### src/rtl/wm_phase_timer.sv
// Phase timer for the washer controller: loads a tick budget on every state change,
// counts it down at clock/PRESCALE and pulses completion or timeout on expiry.
module wm_phase_timer #(
    parameter int PRESCALE   = 4,
    parameter int FILL_LIMIT = 60,
    parameter int HEAT_LIMIT = 120
) (
    input  logic       clock,
    input  logic       reset_n,
    input  logic [2:0] state,
    input  logic       sig_Lid_Closed,
    input  logic       cfg_Wr,
    input  logic [1:0] cfg_Addr,
    input  logic [7:0] cfg_Data,
    output logic       sig_Completed,
    output logic       sig_Time_Out,
    output logic [7:0] remaining,
    output logic       busy
);

    localparam logic [15:0] PS_MAX  = 16'(PRESCALE - 1);
    localparam logic [7:0]  FILL_LD = 8'(FILL_LIMIT);
    localparam logic [7:0]  HEAT_LD = 8'(HEAT_LIMIT);

    logic [2:0]  prev_state;
    logic [15:0] prescaler;
    logic [7:0]  counter;
    logic        expired;
    logic [7:0]  dur_wash, dur_rinse, dur_spin;
    logic        completed_q, time_out_q;

    logic       entry, timed, lid_gated, run_en, tick;
    logic [7:0] load_raw, load_val;

    always_comb begin
        entry     = (state != prev_state);
        timed     = (state >= 3'd2) && (state <= 3'd6);
        lid_gated = (state >= 3'd4) && (state <= 3'd6);
        load_raw  = 8'd0;
        case (state)
            3'd2:    load_raw = FILL_LD;
            3'd3:    load_raw = HEAT_LD;
            3'd4:    load_raw = dur_wash;
            3'd5:    load_raw = dur_rinse;
            3'd6:    load_raw = dur_spin;
            default: load_raw = 8'd0;
        endcase
        // A zero budget on a timed phase still runs one tick so it produces its pulse
        load_val = (timed && load_raw == 8'd0) ? 8'd1 : load_raw;
        run_en   = (counter != 8'd0) && timed && !entry && (!lid_gated || sig_Lid_Closed);
        tick     = run_en && (prescaler == PS_MAX);
    end

    always_ff @(posedge clock) begin
        if (!reset_n) begin
            prev_state  <= 3'd0;
            prescaler   <= 16'd0;
            counter     <= 8'd0;
            expired     <= 1'b0;
            completed_q <= 1'b0;
            time_out_q  <= 1'b0;
            dur_wash    <= 8'd30;
            dur_rinse   <= 8'd20;
            dur_spin    <= 8'd10;
        end else begin
            prev_state  <= state;
            completed_q <= 1'b0;
            time_out_q  <= 1'b0;
            if (entry) begin
                counter   <= load_val;
                prescaler <= 16'd0;
                expired   <= 1'b0;
            end else if (run_en) begin
                if (tick) begin
                    prescaler <= 16'd0;
                    counter   <= counter - 8'd1;
                    if (counter == 8'd1 && !expired) begin
                        expired     <= 1'b1;
                        completed_q <= lid_gated;
                        time_out_q  <= !lid_gated;
                    end
                end else begin
                    prescaler <= prescaler + 16'd1;
                end
            end
            // Writes land after the load mux has sampled the old value
            if (cfg_Wr) begin
                case (cfg_Addr)
                    2'd0:    dur_wash  <= cfg_Data;
                    2'd1:    dur_rinse <= cfg_Data;
                    2'd2:    dur_spin  <= cfg_Data;
                    default: ;
                endcase
            end
        end
    end

    assign sig_Completed = completed_q;
    assign sig_Time_Out  = time_out_q;
    assign remaining     = counter;
    assign busy          = (counter != 8'd0) && timed;

endmodule

### config.mk
export PLATFORM = sky130hd
export DESIGN_NAME = wm_phase_timer
export DESIGN_NICKNAME = d
export VERILOG_FILES = /design/src/rtl/wm_phase_timer.sv
export SDC_FILE = /design/constraint.sdc
export NUM_CORES = 1
export LEC_CHECK = 0
export CAP_MARGIN = 20
export CORE_ASPECT_RATIO = 1.5
export CORE_MARGIN = 1.5
export CORE_UTILIZATION = 30
export DETAILED_ROUTE_END_ITERATION = 10
export PLACE_DENSITY_LB_ADDON = 0.05
export SLEW_MARGIN = 40
export SYNTH_ARGS = -nofsm -noshare
export SYNTH_HDL_FRONTEND = slang
export SYNTH_SLANG_ARGS = --single-unit
### constraint.sdc
create_clock -name clock -period 4.5 [get_ports clock]
set_input_delay 0.675 -clock clock [delete_from_list [all_inputs] [get_ports clock]]
set_output_delay 0.675 -clock clock [all_outputs]
set_load 0.05 [all_outputs]
After elaboration in Yosys (flattened, before gate mapping)
Index checks and enable logic that the tools add are counted.
{ "totals": {"ff_bits": 54, "out_inout_bits": 11} }
{ "op_classes": {"addsub": 2, "n_lt_le_gt_ge": 3, "eq_ne": 10, "n_mux": 6, "n_bitwise": 4, "reduce_logical": 24} }
{ "ops": {"columns": ["operator", "count"], "rows": [
  ["8-bit case mux with 5 select lines", 1],
  ["8-bit two-way mux", 4],
  ["16-bit by 1-bit adder with 16-bit output (second input constant)", 1],
  ["16-bit by 2-bit equality test with 1-bit output (second input constant)", 1],
  ["16-bit two-way mux", 1],
  ["3-bit equality test (second input constant)", 3],
  ["8-bit by 1-bit equality test with 1-bit output (second input constant)", 1],
  ["1-bit logical AND", 8],
  ["8-bit logical NOT", 1],
  ["2-bit AND reduction", 4],
  ["8-bit nonzero test", 1],
  ["8-bit by 1-bit subtractor with 8-bit output (second input constant)", 1],
  ["3-bit by 2-bit equality test with 1-bit output (second input constant)", 2],
  ["5-bit OR reduction", 1],
  ["1-bit NOT", 4],
  ["2-bit nonzero test", 2],
  ["3-bit by 2-bit >= comparator with 1-bit output (second input constant)", 1],
  ["3-bit >= comparator (second input constant)", 1],
  ["3-bit <= comparator (second input constant)", 1],
  ["1-bit logical NOT", 3],
  ["3-bit inequality test", 1],
  ["3-bit AND reduction", 1],
  ["2-bit by 1-bit equality test with 1-bit output (second input constant)", 1],
  ["2-bit equality test (second input constant)", 1],
  ["other kinds (3)", 3]
]} }

Logic depth before layout (Yosys ltp)
{ "logic_depth": {"depth_word": 9, "mapped_depth": 8} }

Least setup slack after synthesis
OpenSTA, ideal clock, no wires.
{ "synth_path": {"path_type": "reg2out", "startpoint": "register counter[0], in the netlist remaining[0]", "endpoint": "output port busy", "arrival_ns": 2.052, "required_time_ns": 3.825, "slack_ns": 1.773, "path_stages_with_launch": 5, "n_path_buf": 0, "cell_sequence": "dfxtp_1 > inv_1 > ha_1 > and3_1 > a21oi_1"} }
{ "synth_between": {"elab_chain_len": 2} }
{ "synth_lines": {"columns": ["item", "line_no", "source"], "rows": [
  ["start, declared", "27", "logic [7:0] counter;"],
  ["start signal, assigned", "70", "counter <= load_val;"],
  ["start signal, assigned", "76", "counter <= counter - 8'd1;"],
  ["8-bit nonzero test", "101", "assign busy = (counter != 8'd0) && timed;"],
  ["1-bit logical AND", "101", null],
  ["end, declared", "18", "output logic busy"]
]} }
No other way between the ends.

Worst setup path in the final report
{ "layout_path": {"startpoint": "input port state[1]", "endpoint": "output port busy"} }
{ "layout_between": {"elab_chain_len": 3, "word_cells_on_any_way": 4} }
{ "layout_lines": {"columns": ["item", "line_no", "source"], "rows": [
  ["start, declared", "10", "input logic [2:0] state,"],
  ["3-bit by 2-bit >= comparator with 1-bit output / 3-bit <= comparator (equally long branches)", "37", "timed = (state >= 3'd2) && (state <= 3'd6);"],
  ["1-bit logical AND *", "37", null],
  ["1-bit logical AND *", "101", null]
]} }
Mark *: on every way between the ends. The rest lies on a longest branch, timed or not.

==> flow_summary.ini <==
[synthesis]
synthTopCellsByCount = 54 x dfxtp_1, 28 x mux2i_1, 28 x nor2_1, 27 x nand2_1, 19 x nor2b_1
synthXorXnorAreaFrac_pct = 7.178
synth_top_area_share_pct = 38.76
muxShareOfSynthArea_pct = 10.45
syn_area_per_cell_um2 = 9.114
synthCells = 306
synth_edf_count = 0
synthAdderAreaFrac_pct = 1.795
yosys.area.top_type = dfxtp_1
yosysSeqAreaShare_pct = 38.76
yosysMostFrequentCell = dfxtp_1
synth.yosys.warnings = 0
synth_compound_area_share_pct = 10.72
syn-num-nets = 327
synth-seq-cells = 54
synth_area_leaders = dfxtp_1 39%, mux2i_1 10%, xor2_1 5.0%, nor2b_1 4.3%, nor2_1 3.8%
ys_types = 55
synthSimpleGateAreaFrac_pct = 27.46
netlist_area_um2 = 2789
synth_top_family_by_area = simple AND/OR/NAND/NOR gates
ys_async_sr_fraction_pct = 0
synth_ff_type = dfxtp_1

[clock_network]
cts_tree = built
post_cts_buffers = 0
root_buffer = clkbuf_16
h-tree-depth = 2
postCtsHoldBufs = 0
cts_resized = 0
clk_pin_slew_ps = 70
clk_latency_ps = 290
cts_inserted_buffers = 5
cts_buffer_depth = 2
cts_num_sinks = 54

[timing]
hold_violations = 0
fmax_ghz = 0.2946
drv_slew = 0
rsz0062_at_grt = false
timing.final.crit_period_ps = 3394
worst_hold_slack_ps = 472.5
tns_ps = 0
worst_slack_ps = 1106
finalSetupViolCount = 0
fin_skew_ps = 8.195
finalCritPeriodShare_pct = 75.42
relSlewSlack_pct = 54.49
worst_slew_pin_slew_ps = 681.2

[route]
vias = 2200
drc = 0
routed_via_density = 5.011
wire_per_inst_um = 15.46
drt_pass1_iterations = 4
drtIter0Drc = 69
finalWirelength_um = 6789
drt.antenna.violating_nets = 0

[pwr]
finalPower_uw = 1202
p_per_area_nw_per_um2 = 358.7
ir_worst_vdd_mv = 0.1639
power_leakage_uw = 0.001243

[floorplanning]
ios = 28
die_h_um = 121.1
dieWidth_um = 81.73
start_util_pct = 31.22
core-area_um2 = 8934
dieArea_um2 = 9896
core.rowCount = 42

[global_route]
use_met3_pct = 2.707
grt_busiest_layer = met2
grt_util_met1_pct = 16.17
antenna_found_initial = 0
track_usage_pct = 14.97
grt_max_degree = 35
grt_pass1_wl_um = 11130
grt-ovfl-total = 0
grt_pass1_vias = 2219
use_met2_pct = 27.25

[flow_run]
max_cap_viol_count = 0

[placement]
routabilityCongestion = 0.7583
dp_hpwl_um = 5179
io_buffer_count = 27
place_ws_ps = 1077

[cells_and_area]
antenna_cells = 0
postLayoutCoreUtil_pct = 37.51
nFillCells = 930
regArea_um2 = 1081
area_growth_pct = 20.14
drive_above_1_share_pct = 9.119
nets = 349
multi_input_area_um2 = 1618

[worst_setup_path]
worstPathArrival_ps = 2720
critical-path-slowest-cell = clkdlybuf4s50_1
crit_type = in2out
cp.required_ps = 3830
critical_path.top_delay_family = buffers and inverters
max_stage_delay_ps = 830
path_cells = clkdlybuf4s50_1 > nand2_1 > nand2_1 > a21oi_1 > clkdlybuf4s50_1
startpoint_type = input pin
end_kind = primary output
path_buf_inv = 2
critPathMaxFanout = 12

[run_status]
status = finished clean

[hold_path]
hold_class = reg2reg
[cell families (layout without fill, tap and decap cells)]
group / count (synthesis) / in the layout
compound gates: 43 / 43
simple gates: 134 / 134
mux: 29 / 29
xor+xnor: 22 / 22
buf+inv: 20 / 43
flops: 54 / 54
fa+ha+maj: 4 / 4
[cell usage in the layout (no fill, tap or decap), types with 2 or more instances in the layout]
master,count
buf_4,4
a21oi_1,11
mux2i_1,28
xor2_1,16
nor2_1,28
a22oi_1,5
nand2_1,27
clkdlybuf4s50_1,27
nand2b_1,3
nor4_1,4
nand4_1,7
nor2b_1,19
or4b_2,2
a21o_1,3
nor3_1,3
dfxtp_1,54
nand3_2,2
o21ai_0,6
and3_1,3
nand3_1,14
xnor2_1,5
o21ai_1,4
nand3b_1,3
inv_1,4
bufinv_16,2
a31oi_1,4
and4_1,2
and2_1,4
clkbuf_16,5
ha_1,4
[sequential cells by signal, indices dropped and copies added (netlist names)]
signal         count
dur_rinse          8
dur_spin           8
dur_wash           8
expired            1
prescaler         16
prev_state         3
remaining          8
sig_Completed      1
sig_Time_Out       1
[stage by stage]
stage	cells	cell area, um2
final	439	3351
after global routing	439	3351
after CTS	439	3351
after detailed placement	431	3152
after global placement	431	3146
after floorplan	306	2789
[power by group]
part / total, uW / switching (uW) / leakage [uW] / internal [uW]
registers: 507 / 14.7 / 0.000439 / 492
clock network: 510 / 176 / 0.0000971 / 334
logic: 185 / 110 / 0.000707 / 75.1
total: 1200 / 300 / 0.00124 / 902
[path summary, 6_finish.rpt]
path         slack, ps            to         start  depth (start not counted)
min reg2reg        470       expired       expired                          1
max reg2reg       2260  prescaler[7]  remaining[0]                          7
min                470       expired       expired                          1
max               1110          busy      state[1]                          5
[cell type report]
| cell class | instances | area share [%] |
|---|---|---|
| Tap cell | 110 | 4.108 |
| Multi-Input combinational cell | 232 | 48.28 |
| Inverter | 4 | 0.4481 |
| Clock inverter | 2 | 1.792 |
| Clock buffer | 6 | 4.145 |
| Timing Repair Buffer | 31 | 8.962 |
| Sequential cell | 54 | 32.26 |
[per-layer routing]
| metal | wire [um] | vias up | share of wire (%) |
|---|---|---|---|
| met1 | 2895 | 1036 | 43 |
| li1 | - | 1119 | - |
| met5 | 0 | - | 0 |
| met3 | 140 | 13 | 2.1 |
| met2 | 3581 | 32 | 53 |
| met4 | 171 | 0 | 2.5 |
Power figures use the tool's default switching activity.
